File: src/rtl/bin_to_bcd_conv_pkg.sv
// Shared constants, FSM state type and digit sizing for the binary-to-BCD converter.
// No logic: it holds only declarations.
package bin_to_bcd_conv_pkg;

    localparam int BCD_W = 4;

    typedef enum logic {
        IDLE = 1'b0,
        BUSY = 1'b1
    } state_t;

    // Number of decimal digits in 2^bin_w - 1, which is floor(bin_w*log10(2)) + 1.
    // A power of two is never a power of ten, so the floor is exact.
    function automatic int calc_digits(input int bin_w);
        return (bin_w * 30103) / 100000 + 1;
    endfunction

endpackage

File: src/rtl/bin_to_bcd_conv_bcd_shl_1.sv
// Clocked BCD register that doubles and adds one incoming bit per enabled cycle, with a sticky overflow flag.
// Latency: one cycle. No backpressure. When CLR and EN are high together, the register loads ADD1, which is 0*2 + ADD1.
module bcd_shl_1
    import bin_to_bcd_conv_pkg::*;
#(
    parameter int DIGITS = 10
) (
    input  logic                      CLK,
    input  logic                      RST,
    input  logic                      CLR,
    input  logic                      EN,
    input  logic                      ADD1,
    output logic [BCD_W*DIGITS-1:0]   DAT,
    output logic                      OVERFLOW
);

    logic [DIGITS:0]           carry;
    logic [BCD_W*DIGITS-1:0]   dbl;

    assign carry[0] = ADD1;

    for (genvar g = 0; g < DIGITS; g++) begin : g_digit
        logic [4:0] t;
        assign t            = {DAT[g*BCD_W +: BCD_W], 1'b0} + {4'd0, carry[g]};
        assign carry[g+1]   = (t >= 5'd10);
        assign dbl[g*BCD_W +: BCD_W] = carry[g+1] ? 4'(t - 5'd10) : t[3:0];
    end

    always_ff @(posedge CLK or posedge RST) begin
        if (RST) begin
            DAT      <= '0;
            OVERFLOW <= 1'b0;
        end else if (CLR) begin
            DAT      <= EN ? (BCD_W*DIGITS)'(ADD1) : '0;
            OVERFLOW <= 1'b0;
        end else if (EN) begin
            DAT <= dbl;
            if (carry[DIGITS]) begin
                OVERFLOW <= 1'b1;
            end
        end
    end

endmodule

File: src/rtl/bin_to_bcd_conv.sv
// Converts binary to BCD sequentially using shift-and-double, consuming one bit per clock, MSB first.
// O_STB rises BIN_W cycles after the edge that accepts I_STB. I_STB is ignored while a conversion is in progress.
module bin_to_bcd_conv
    import bin_to_bcd_conv_pkg::*;
#(
    parameter int BIN_W  = 32,
    parameter int DIGITS = calc_digits(BIN_W)
) (
    input  logic                      CLK,
    input  logic                      RST,
    input  logic [BIN_W-1:0]          I_DAT,
    input  logic                      I_STB,
    output logic [BCD_W*DIGITS-1:0]   O_DAT,
    output logic                      O_STB
);

    localparam int CNT_W = $clog2(BIN_W + 1);

    state_t                    state, state_nxt;
    logic [CNT_W-1:0]          cnt;
    logic [BIN_W-1:0]          shreg;
    logic                      acc_clr, acc_en, acc_add1, done;
    logic [BCD_W*DIGITS-1:0]   acc_dat;
    logic                      acc_ovf;

    // The accept edge already folds the MSB into the cleared accumulator.
    // The remaining BIN_W-1 bits then fill the following edges.
    // The final BUSY edge only moves the finished result to O_DAT, so the total latency stays BIN_W.
    bcd_shl_1 #(.DIGITS(DIGITS)) u_acc (
        .CLK      (CLK),
        .RST      (RST),
        .CLR      (acc_clr),
        .EN       (acc_en),
        .ADD1     (acc_add1),
        .DAT      (acc_dat),
        .OVERFLOW (acc_ovf)
    );

    always_comb begin
        state_nxt = state;
        acc_clr   = 1'b0;
        acc_en    = 1'b0;
        acc_add1  = 1'b0;
        done      = 1'b0;
        case (state)
            IDLE: begin
                if (I_STB) begin
                    acc_clr   = 1'b1;
                    acc_en    = 1'b1;
                    acc_add1  = I_DAT[BIN_W-1];
                    state_nxt = BUSY;
                end
            end
            BUSY: begin
                if (cnt == '0) begin
                    done      = 1'b1;
                    state_nxt = IDLE;
                end else begin
                    acc_en   = 1'b1;
                    acc_add1 = shreg[BIN_W-1];
                end
            end
            default: state_nxt = IDLE;
        endcase
    end

    always_ff @(posedge CLK or posedge RST) begin
        if (RST) begin
            state <= IDLE;
            cnt   <= '0;
            shreg <= '0;
            O_DAT <= '0;
            O_STB <= 1'b0;
        end else begin
            state <= state_nxt;
            O_STB <= done;
            if (done) begin
                O_DAT <= acc_dat;
            end
            if (state == IDLE && I_STB) begin
                shreg <= I_DAT << 1;
                cnt   <= CNT_W'(BIN_W - 1);
            end else if (state == BUSY && cnt != '0) begin
                shreg <= shreg << 1;
                cnt   <= cnt - CNT_W'(1);
            end
        end
    end

    // With DIGITS sized from BIN_W, the accumulator can never carry out of its top digit.
    a_no_overflow: assert property (@(posedge CLK) disable iff (RST) !acc_ovf);

endmodule

File: config.mk
export PLATFORM = sky130hd
export DESIGN_NAME = bin_to_bcd_conv
export DESIGN_NICKNAME = d
export VERILOG_FILES = /design/src/rtl/bin_to_bcd_conv_pkg.sv /design/src/rtl/bin_to_bcd_conv_bcd_shl_1.sv /design/src/rtl/bin_to_bcd_conv.sv
export SDC_FILE = /design/constraint.sdc
export NUM_CORES = 1
export LEC_CHECK = 0
export CORE_ASPECT_RATIO = 0.8
export CORE_MARGIN = 4
export CORE_UTILIZATION = 65
export CTS_BUF_LIST = sky130_fd_sc_hd__clkbuf_8
export DETAILED_ROUTE_END_ITERATION = 8
export DONT_BUFFER_PORTS = 1
export PLACE_DENSITY = 0.81
export SLEW_MARGIN = 0
export SYNTH_ARGS = -nofsm -noshare
export SYNTH_HDL_FRONTEND = slang
export SYNTH_SLANG_ARGS = --single-unit
File: constraint.sdc
create_clock -name CLK -period 5.9 [get_ports CLK]
set_clock_uncertainty 0.2 [all_clocks]
set_input_delay 1.77 -clock CLK [delete_from_list [all_inputs] [get_ports CLK]]
set_output_delay 1.77 -clock CLK [all_outputs]
set_load 0.03 [all_outputs]
# Yosys cells after proc, flatten, opt, wreduce, memory -nomap -nowiden
# Cells that the tools add are included.
[op_classes]
add_sub_neg = 21
order_cmp = 10
mux = 26
bitwise = 1
reduce_logical = 6
[ops]
columns = ["cell", "count"]
rows = [
  ["two-way mux 40 bit", 2],
  ["two-way mux 32 bit", 2],
  ["adder 5 x 1 -> 5 bit", 10],
  [">= comparator 5 x 4 -> 1 bit (second input constant)", 10],
  ["two-way mux 4 bit", 10],
  ["subtractor 4 bit (second input constant)", 10],
  ["two-way mux 6 bit", 2],
  ["two-way mux 1 bit", 8],
  ["zero test 6 bit", 1],
  ["nonzero test 6 bit", 1],
  ["subtractor 6 x 1 -> 6 bit (second input constant)", 1],
  ["case mux 1 bit (2 select lines)", 2],
  ["nonzero test 2 bit", 2],
  ["logical AND 1 bit", 2],
  ["NOT 1 bit", 1],
]
[totals]
regBits = 120
inputBits = 35
output_inout_bits = 41
elab_cells = 70

# Longest topological paths before layout
# Gate-level depths: netlist of run 1.
[logic_depth]
word_depth = 26
mapped_depth = 10
mapped_depth_nobuf = 10

# Cells and area by module
# Synthesis of run 1 repeated with hierarchy kept, for this count alone.
[hier_totals]
hier_cells = 583
hier_area_um2 = 6140.9
[modules_own_cells]
columns = ["module", "n_inst", "cells_per_inst", "area_per_inst_um2", "seq_area_each_um2"]
rows = [
  ["bin_to_bcd_conv", 1, 301, 3659.8, 1976.9],
  ["bcd_shl_1", 1, 282, 2481.1, 1026.0],
]

# Worst setup path after synthesis of run 1
# OpenSTA, ideal clock, no wires.
[synth_timing]
kind = "input-to-reg"
startpoint = "input I_DAT[31]"
endpoint = "register u_acc.DAT[21]"
setup_ps = 131
arrival_time_ps = 2998
required_ps = 5569
slack_ps = 2571
stages = 8
path_buffers = 0
cell_sequence = "nand3b_1 -> a22oi_4 -> o211ai_2 -> a21boi_4 -> a21oi_4 -> o31a_1 -> a21oi_1 -> o21ai_1"
[synth_via]
elab_chain_cells = 17
elab_cells_between_ends = 18
cone_classes = "add/sub: 7; order compare: 6; mux: 5"
[synth_lines]
columns = ["element", "line_no", "source"]
rows = [
  ["start, declared", "bin_to_bcd_conv.sv:11", "input logic [BIN_W-1:0] I_DAT,"],
  ["two-way mux 1 bit (*)", "bin_to_bcd_conv.sv:47", "if (I_STB) begin"],
  ["case mux 1 bit (2 select lines) (*)", "bin_to_bcd_conv.sv:45", "case (state)"],
  ["adder 5 x 1 -> 5 bit (*)", "bin_to_bcd_conv_bcd_shl_1.sv:24", "assign t = {DAT[g*BCD_W +: BCD_W], 1'b0} + {4'd0, carry[g]};"],
  [">= comparator 5 x 4 -> 1 bit (*)", "bin_to_bcd_conv_bcd_shl_1.sv:25", "assign carry[g+1] = (t >= 5'd10);"],
  ["adder 5 x 1 -> 5 bit (*)", "bin_to_bcd_conv_bcd_shl_1.sv:24", ""],
  [">= comparator 5 x 4 -> 1 bit (*)", "bin_to_bcd_conv_bcd_shl_1.sv:25", ""],
  ["adder 5 x 1 -> 5 bit (*)", "bin_to_bcd_conv_bcd_shl_1.sv:24", ""],
  [">= comparator 5 x 4 -> 1 bit (*)", "bin_to_bcd_conv_bcd_shl_1.sv:25", ""],
  ["adder 5 x 1 -> 5 bit (*)", "bin_to_bcd_conv_bcd_shl_1.sv:24", ""],
  [">= comparator 5 x 4 -> 1 bit (*)", "bin_to_bcd_conv_bcd_shl_1.sv:25", ""],
  ["adder 5 x 1 -> 5 bit (*)", "bin_to_bcd_conv_bcd_shl_1.sv:24", ""],
  [">= comparator 5 x 4 -> 1 bit (*)", "bin_to_bcd_conv_bcd_shl_1.sv:25", ""],
  ["adder 5 x 1 -> 5 bit (*)", "bin_to_bcd_conv_bcd_shl_1.sv:24", ""],
  ["subtractor 4 bit / >= comparator 5 x 4 -> 1 bit (equally long branches)", "bin_to_bcd_conv_bcd_shl_1.sv:26, bin_to_bcd_conv_bcd_shl_1.sv:25", ""],
  ["two-way mux 4 bit (*)", "bin_to_bcd_conv_bcd_shl_1.sv:26", "assign dbl[g*BCD_W +: BCD_W] = carry[g+1] ? 4'(t - 5'd10) : t[3:0];"],
  ["two-way mux 40 bit (*)", "bin_to_bcd_conv_bcd_shl_1.sv:36", "end else if (EN) begin"],
  ["two-way mux 40 bit (*)", "bin_to_bcd_conv_bcd_shl_1.sv:33", "end else if (CLR) begin"],
  ["end signal, assigned", "bin_to_bcd_conv_bcd_shl_1.sv:34", "DAT <= EN ? (BCD_W*DIGITS)'(ADD1) : '0;"],
  ["end signal, assigned", "bin_to_bcd_conv_bcd_shl_1.sv:37", "DAT <= dbl;"],
  ["end, declared", "bin_to_bcd_conv_bcd_shl_1.sv:13", "output logic [BCD_W*DIGITS-1:0] DAT,"],
]
# Every way passes the cells marked *; elsewhere a longest branch is shown, timed or not. The select of a mux whose other input is x is not followed.
# A chain may end at the register's enable or synchronous reset.

# Worst setup path after layout of run 1
[layout_timing]
startpoint = "input I_DAT[31]"
endpoint = "register u_acc.DAT[30]"
[layout_via]
elab_chain_cells = 21
elab_cells_between_ends = 22
cone_classes = "add/sub: 9; order compare: 8; mux: 5"
[layout_lines]
columns = ["element", "line_no"]
rows = [
  ["two-way mux 1 bit (*)", "bin_to_bcd_conv.sv:47"],
  ["case mux 1 bit (2 select lines) (*)", "bin_to_bcd_conv.sv:45"],
  ["adder 5 x 1 -> 5 bit (*)", "bin_to_bcd_conv_bcd_shl_1.sv:24"],
  [">= comparator 5 x 4 -> 1 bit (*)", "bin_to_bcd_conv_bcd_shl_1.sv:25"],
  ["adder 5 x 1 -> 5 bit (*)", "bin_to_bcd_conv_bcd_shl_1.sv:24"],
  [">= comparator 5 x 4 -> 1 bit (*)", "bin_to_bcd_conv_bcd_shl_1.sv:25"],
  ["adder 5 x 1 -> 5 bit (*)", "bin_to_bcd_conv_bcd_shl_1.sv:24"],
  [">= comparator 5 x 4 -> 1 bit (*)", "bin_to_bcd_conv_bcd_shl_1.sv:25"],
  ["(+5 left out)", "-"],
  [">= comparator 5 x 4 -> 1 bit (*)", "bin_to_bcd_conv_bcd_shl_1.sv:25"],
  ["adder 5 x 1 -> 5 bit (*)", "bin_to_bcd_conv_bcd_shl_1.sv:24"],
  [">= comparator 5 x 4 -> 1 bit (*)", "bin_to_bcd_conv_bcd_shl_1.sv:25"],
  ["adder 5 x 1 -> 5 bit (*)", "bin_to_bcd_conv_bcd_shl_1.sv:24"],
  ["subtractor 4 bit / >= comparator 5 x 4 -> 1 bit (equally long branches)", "bin_to_bcd_conv_bcd_shl_1.sv:26, bin_to_bcd_conv_bcd_shl_1.sv:25"],
  ["two-way mux 4 bit (*)", "bin_to_bcd_conv_bcd_shl_1.sv:26"],
  ["two-way mux 40 bit (*)", "bin_to_bcd_conv_bcd_shl_1.sv:36"],
  ["two-way mux 40 bit (*)", "bin_to_bcd_conv_bcd_shl_1.sv:33"],
]
# Marked as above.

==> results.py, run 1 <==
metrics = {
    "global_routing": {
        "gr-total-overflow": 0,
        "antenna_found_initial": 0,
        "grt_pass1_wl_um": 19600,
        "grt_usage_pct": 25.0,
        "grt_pass1_vias": 3956,
        "grt_max_degree": 81,
    },
    "routing": {
        "wl_per_cell_um": 17.6,
        "antenna_left": 0,
        "firstDrtPassIters": 4,
        "num_vias": 3992,
        "totalWireLength_um": 11500,
        "via_per_inst": 6.09,
        "route.detailed.drc": 0,
        "drtIter0Drc": 262,
    },
    "critical_path": {
        "cp_max_fo": 8,
        "r2r_start": "cnt[0]$_DFFE_PP0P_",
        "ff2ff_setup_slack_ns": 3.31,
        "rr_worst_depth": 9,
        "crit_type": "in -> reg",
        "crit_arrival_ns": 3.28,
        "crit_required_ns": 6.07,
        "r2r-end": "cnt[5]$_DFFE_PP0P_",
        "cp-start-kind": "input pin",
        "critPathCaptureType": "flop",
    },
    "logic_synthesis": {
        "synth_cell_types": 54,
        "synth_xor_area_share_pct": 0.484,
        "synth_top_family_by_area": "compound AO/OA/AOI/OAI gates",
        "synth_edf_count": 0,
        "synth_area_per_cell_um2": 10.1,
        "synth.net_count": 587,
        "synth_area_um2": 5430,
        "ys_warn_count": 0,
        "synth-seq-cells": 119,
        "ys_async_sr_fraction_pct": 100,
        "synthAdderAreaFrac_pct": 2.76,
        "synth_mux_area_share_pct": 3.71,
        "ys_seq_area_share_pct": 54.8,
        "synth_compound_area_share_pct": 19.9,
        "yosys.area_share.simple_pct": 13.7,
        "syn_inst": 540,
        "ys.flop_type": "dfrtp_1",
    },
    "min_path": {
        "hold_end": "shreg[7]$_DFFE_PP0P_",
        "hold_path.class": "reg -> reg",
        "holdCritStartpoint": "shreg[7]$_DFFE_PP0P_",
        "hold_depth": 2,
    },
    "power": {
        "swShare_pct": 40.5,
        "vdd_drop_max_mv": 0.329,
        "internal_power_mw": 2.25,
        "power.clock.fraction_pct": 23.5,
        "p_comb_share_pct": 35.0,
        "powerDensity_nw_per_um2": 631,
        "seqPwrFrac_pct": 41.5,
        "p_sw_mw": 1.53,
        "p_leak_nw": 2.89,
    },
    "layout": {
        "multi_input_area_um2": 2210,
        "fillCellCount": 556,
        "nets": 582,
        "drive_gt1_share_pct": 13.0,
        "area.growth.synth_to_final_pct": 10.3,
        "design_area_um2": 5990,
        "register_area_um2": 2980,
        "n_antenna_cell": 0,
    },
    "clocking": {
        "clock_sinks": 119,
        "clk_latency_ns": 0.44,
        "postCtsHoldBufs": 0,
        "clkSlewWorstSetupHoldPaths_ns": 0.07,
        "cts_buffers": 17,
        "cts.htree.levels": 4,
        "cts-resized-gates": 0,
        "clockBufferDepth": 2,
        "root_buffer": "clkbuf_8",
        "post-cts-setup-buffers": 0,
        "tritoncts": "yes",
    },
    "job": {
        "max-cap-violations": 0,
    },
    "timing": {
        "min_period_over_period_pct": 52.7,
        "slew_viol_final": 0,
        "worst_slew_pin_slew_ns": 1.09,
        "final.min_clock_period_ns": 3.11,
        "hold_viol": 0,
        "max_freq_mhz": 322,
        "max_slew_margin_pct": 27.4,
        "setup_slack_ns": 2.79,
        "finalSetupTns_ns": 0,
        "finalSetupViolCount": 0,
        "rsz0062_at_grt": "no",
    },
    "die": {
        "die-area_um2": 9890,
        "die_y_um": 89.8,
        "num_io_pins": 76,
        "dieWidth_um": 110,
        "initial_core_util_pct": 67.7,
        "coreArea_um2": 8020,
        "rows": 29,
    },
    "outcome": {
        "outcome": "completed",
    },
    "placement": {
        "dp_hpwl_um": 7200,
        "dpl_cell_area_um2": 5510,
        "gp_congestion": 0.848,
        "place_ws_ns": 2.37,
        "numPortBuffers": 0,
    },
}
## Yosys cell counts (4+ instances only)
cell type    n  area, um^2
a21o_1       8        60.1
a21oi_1     29         145
a22oi_1     31         233
a32o_1      10         100
and3_1       4        25.0
buf_1        4        15.0
clkbuf_1    24        90.1
dfrtp_1    119        2980
ha_1        12         150
inv_1       35         131
mux2_2      17         191
nand2_1    104         390
nand3_1     17        85.1
nand4_1      4        25.0
nor2_1      15        56.3
nor3_1       4        20.0
o21ai_0     42         210
o21ai_1      5        25.0
o31ai_1     11        82.6
## flip-flops by register name (all words and copies together), names as in the netlist
register   flops
O_DAT         40
state          1
u_acc.DAT     40
cnt            6
shreg         31
O_STB          1
## worst max path at each step
stage / start / endpoint / slack, ns / depth (start not counted)
after floorplan: RST / O_DAT[0]$_DFFE_PP0P_ / 0.77 / 1
after global placement: I_DAT[31] / u_acc.DAT[34]$_DFFE_PP0P_ / 2.39 / 8
after detailed placement: I_DAT[31] / u_acc.DAT[34]$_DFFE_PP0P_ / 2.37 / 8
after CTS: I_DAT[31] / u_acc.DAT[26]$_DFFE_PP0P_ / 2.82 / 8
after global routing: I_DAT[31] / u_acc.DAT[36]$_DFFE_PP0P_ / 2.71 / 8
final: I_DAT[31] / u_acc.DAT[30]$_DFFE_PP0P_ / 2.79 / 8
## cells in the final DEF (no fill, tap or decap), types with 4 or more instances in the layout
cell / count
nor3_1: 4
o21ai_0: 42
o31ai_1: 11
ha_1: 12
a32o_1: 10
a22oi_1: 31
nand2_1: 103
nor2_1: 15
nand4_1: 4
mux2_2: 17
and3_1: 4
dfrtp_1: 119
clkbuf_8: 18
o21ai_1: 5
bufinv_16: 6
a21oi_1: 29
inv_1: 36
nand3_1: 17
a21o_1: 8
buf_4: 6
clkinvlp_4: 4
## power groups by stage
stage | registers (mW) | logic (mW) | clock network, mW
2_1_floorplan | 1.50 | 1.06 | 0
4_1_cts | 1.57 | 1.32 | 0.900
3_5_place_dp | 1.58 | 1.29 | 0
3_3_place_gp | 1.56 | 1.22 | 0
6_report | 1.57 | 1.32 | 0.889
5_1_grt | 1.62 | 1.49 | 0.945
## per-stage QoR
| stage | std cells | total power [mW] | util, % | hold slack (ns) |
|---|---|---|---|---|
| 6_report | 656 | 3.78 | 74.7 | 0.277 |
| 5_1_grt | 656 | 4.06 | 74.7 | 0.306 |
| 4_1_cts | 656 | 3.79 | 74.7 | 0.280 |
| 3_5_place_dp | 624 | 2.87 | 68.7 | 0.263 |
| 3_3_place_gp | 624 | 2.78 | 68.7 | 0.258 |
| 2_1_floorplan | 540 | 2.56 | - | 0.246 |
## metal layers
metal  track usage [%]  share of wire, %  vias to the layer above
li1                  -                 -                     1883
met1              35.0                44                     1987
met2              37.9                49                      105
met3              7.38               5.5                       17
met4              7.79               1.3                        0
met5                 0                 0                        -
## worst max-delay path, stage by stage
cell and delay, ns:
nand3b_1 0.11, a22oi_4 0.22, o211ai_2 0.14, a21boi_4 0.26, a21oi_4 0.11, o21ai_4 0.28, nor4b_2 0.25, a221o_1 0.14
## kinds of logic (layout without fill, tap and decap cells)
logic type      after synthesis  in the layout
simple gates                165            165
compound gates              157            157
flops                       119            119
buf+inv                      66             74
mux                          18             18
fa+ha+maj                    12             12
xor+xnor                      3              3
## cell type report
type	count	share of cell area, %
multi-input combinational	355	37.0
inverter	36	2.30
clock buffer	18	4.14
clock inverter	14	3.86
tap	108	2.26
timing repair buffer	6	0.752
sequential	119	49.7
Note: power is estimated with default switching activity, not from simulation.
==> run 2, diff against run 1 <==
--- a/config.mk
+++ b/config.mk
@@ -7,11 +7,11 @@
 export LEC_CHECK = 0
 export CORE_ASPECT_RATIO = 0.8
 export CORE_MARGIN = 4
-export CORE_UTILIZATION = 65
+export CORE_UTILIZATION = 59
 export CTS_BUF_LIST = sky130_fd_sc_hd__clkbuf_8
 export DETAILED_ROUTE_END_ITERATION = 8
 export DONT_BUFFER_PORTS = 1
-export PLACE_DENSITY = 0.81
+export PLACE_DENSITY = 0.78
 export SLEW_MARGIN = 0
 export SYNTH_ARGS = -nofsm -noshare
 export SYNTH_HDL_FRONTEND = slang
==> constraint.sdc (replaced) <==
create_clock -name CLK -period 2.8 [get_ports CLK]
set_clock_uncertainty 0.2 [all_clocks]
set_input_delay 0.84 -clock CLK [delete_from_list [all_inputs] [get_ports CLK]]
set_output_delay 0.84 -clock CLK [all_outputs]
set_load 0.03 [all_outputs]
==> run 2 against run 1 <==
- highest routed layer unchanged
- register-to-register slack got worse by 3.1 ns
- non-clock buffer count grew 8
- clock power up 70%
- first-iteration DRC count rose by 39%
- critical endpoint is now u_acc.DAT[26]$_DFFE_PP0P_
- power up 100%
- clock-buffer cell count up 6
==> results.py, run 2 (same netlist as run 1, synthesis figures left out) <==
metrics = {
    "global_routing": {
        "grt_usage_pct": 23.1,
        "grt_pass1_wl_um": 19500,
        "grt_pass1_vias": 3951,
        "grt_max_degree": 46,
        "antenna_found_initial": 0,
        "gr-total-overflow": 0,
    },
    "die": {
        "initial_core_util_pct": 60.3,
        "die_y_um": 93.8,
        "num_io_pins": 76,
        "rows": 31,
        "die-area_um2": 10800,
        "dieWidth_um": 115,
        "coreArea_um2": 9000,
    },
    "power": {
        "vdd_drop_max_mv": 0.670,
        "powerDensity_nw_per_um2": 1270,
        "p_leak_nw": 2.91,
    },
    "layout": {
        "layout_commonest_cell": "dfrtp_1",
        "final_cell_mix": "119 x dfrtp_1, 103 x nand2_1, 42 x o21ai_0, 36 x inv_1, 31 x a22oi_1",
        "multi_input_area_um2": 2210,
        "fillCellCount": 688,
        "register_area_um2": 2980,
        "drive_gt1_share_pct": 14.2,
        "n_antenna_cell": 0,
        "fin_util_pct": 66.9,
        "area.growth.synth_to_final_pct": 10.8,
        "nets": 590,
        "reg.largest.list": "O_DAT: 40 flops, u_acc.DAT: 40 flops, shreg: 31 flops",
    },
    "clocking": {
        "clkSlewWorstSetupHoldPaths_ns": 0.07,
        "post-cts-setup-buffers": 0,
        "tritoncts": "yes",
        "cts_buffers": 17,
        "clockBufferDepth": 2,
        "clk_latency_ns": 0.42,
        "cts-resized-gates": 0,
        "root_buffer": "clkbuf_8",
        "cts.htree.levels": 4,
        "clock_sinks": 119,
        "postCtsHoldBufs": 0,
    },
    "timing": {
        "finalSetupTns_ns": 0,
        "hold_ws_ns": 0.186,
        "hold_viol": 0,
        "max_freq_mhz": 388,
        "final.min_clock_period_ns": 2.58,
        "min_period_over_period_pct": 92.1,
        "rsz0062_at_grt": "no",
        "slew_viol_final": 0,
        "max_slew_margin_pct": 54.4,
        "worst_slew_pin_slew_ns": 0.683,
        "finalSetupViolCount": 0,
    },
    "routing": {
        "num_vias": 4001,
        "via_per_inst": 5.96,
        "antenna_left": 0,
        "totalWireLength_um": 11400,
        "wl_per_cell_um": 16.9,
        "drtIter0Drc": 363,
        "firstDrtPassIters": 5,
        "route.detailed.drc": 0,
    },
    "job": {
        "max-cap-violations": 0,
    },
    "critical_path": {
        "cp_slowest_stage_delay_ns": 0.39,
        "crit_required_ns": 2.96,
        "crit_chain": "inv_1, ha_1, and4bb_4, a22oi_4, o211ai_2, a21boi_4, a21oi_4, o21ai_4, mux2i_1, a22o_1",
        "cp_max_fo": 8,
        "critPathCaptureType": "flop",
        "cp_top_family": "compound AO/OA/AOI/OAI gates",
        "cp-start-kind": "flop",
        "crit_slowest_cell": "dfrtp_1",
        "cp_num_buf_inv": 1,
        "crit_type": "reg -> reg",
        "crit_arrival_ns": 2.74,
    },
    "placement": {
        "gp_congestion": 0.839,
        "numPortBuffers": 0,
        "dp_hpwl_um": 7650,
    },
    "min_path": {
        "hold_path.class": "in -> async",
    },
    "outcome": {
        "outcome": "completed",
    },
}
-- run 2: cell count changes in the layout (fill, tap and decap cells not counted), moves of 3 or more --
cell       change
clkbuf_8       +6
buf_4          +5
buf_12         +3
bufinv_16      -5
-- run 2: final timing paths --
kind                                            start                   endpoint  slack (ns)  depth (start not counted)
worst max-delay path               cnt[0]$_DFFE_PP0P_  u_acc.DAT[26]$_DFFE_PP0P_        0.22                         10
worst min-delay path                              RST      O_DAT[27]$_DFFE_PP0P_        0.19                          1
worst max register to register     cnt[0]$_DFFE_PP0P_  u_acc.DAT[26]$_DFFE_PP0P_        0.22                         10
worst min register to register  shreg[21]$_DFFE_PP0P_      shreg[21]$_DFFE_PP0P_        0.28                          2
max in group asynchronous                         RST      O_DAT[11]$_DFFE_PP0P_        1.53                          2
min in group CLK                shreg[21]$_DFFE_PP0P_      shreg[21]$_DFFE_PP0P_        0.28                          2
-- run 2: area by class of cell --
cell class / count / share of cell area [%]
Sequential cell: 119 / 49.5
Multi-Input combinational cell: 355 / 36.8
Clock inverter: 8 / 1.16
Tap cell: 115 / 2.39
Clock buffer: 24 / 5.49
Inverter: 36 / 2.31
Timing Repair Buffer: 14 / 2.37
-- run 2: per-layer routing --
layer / track usage, % / up-vias / part of all wire, %
met4: 8.50 / 0 / 1.1
met1: 32.3 / 1965 / 45
li1: - / 1912 / -
met5: 0 / - / 0
met3: 6.89 / 12 / 6.7
met2: 34.2 / 112 / 47
-- run 2: power breakdown --
part / leakage, nW / internal, mW / switching, mW
clock network: 0.206 / 0.859 / 0.651
logic: 1.18 / 1.19 / 1.60
registers: 1.53 / 2.42 / 0.901
-- run 2: worst register-to-register path, delay by kind of cell (launching register included) --
family,cells,cell delay [ns]
buffers and inverters,1,0.08
DFF,1,0.39
AOI/OAI and AO/OA,6,1.15
adders and majority gates,1,0.22
and+or+nand+nor,1,0.22
muxes,1,0.25
-- run 2: stage by stage --
step,setup slack (ns),area (um^2),power [mW],instances
after floorplan,0.305,5430,5.38,540
after global placement,0.224,5620,5.91,639
after detailed placement,0.182,5620,6.10,639
after CTS,0.225,6020,7.64,671
after global routing,0.0390,6020,8.23,671
final,0.221,6020,7.62,671
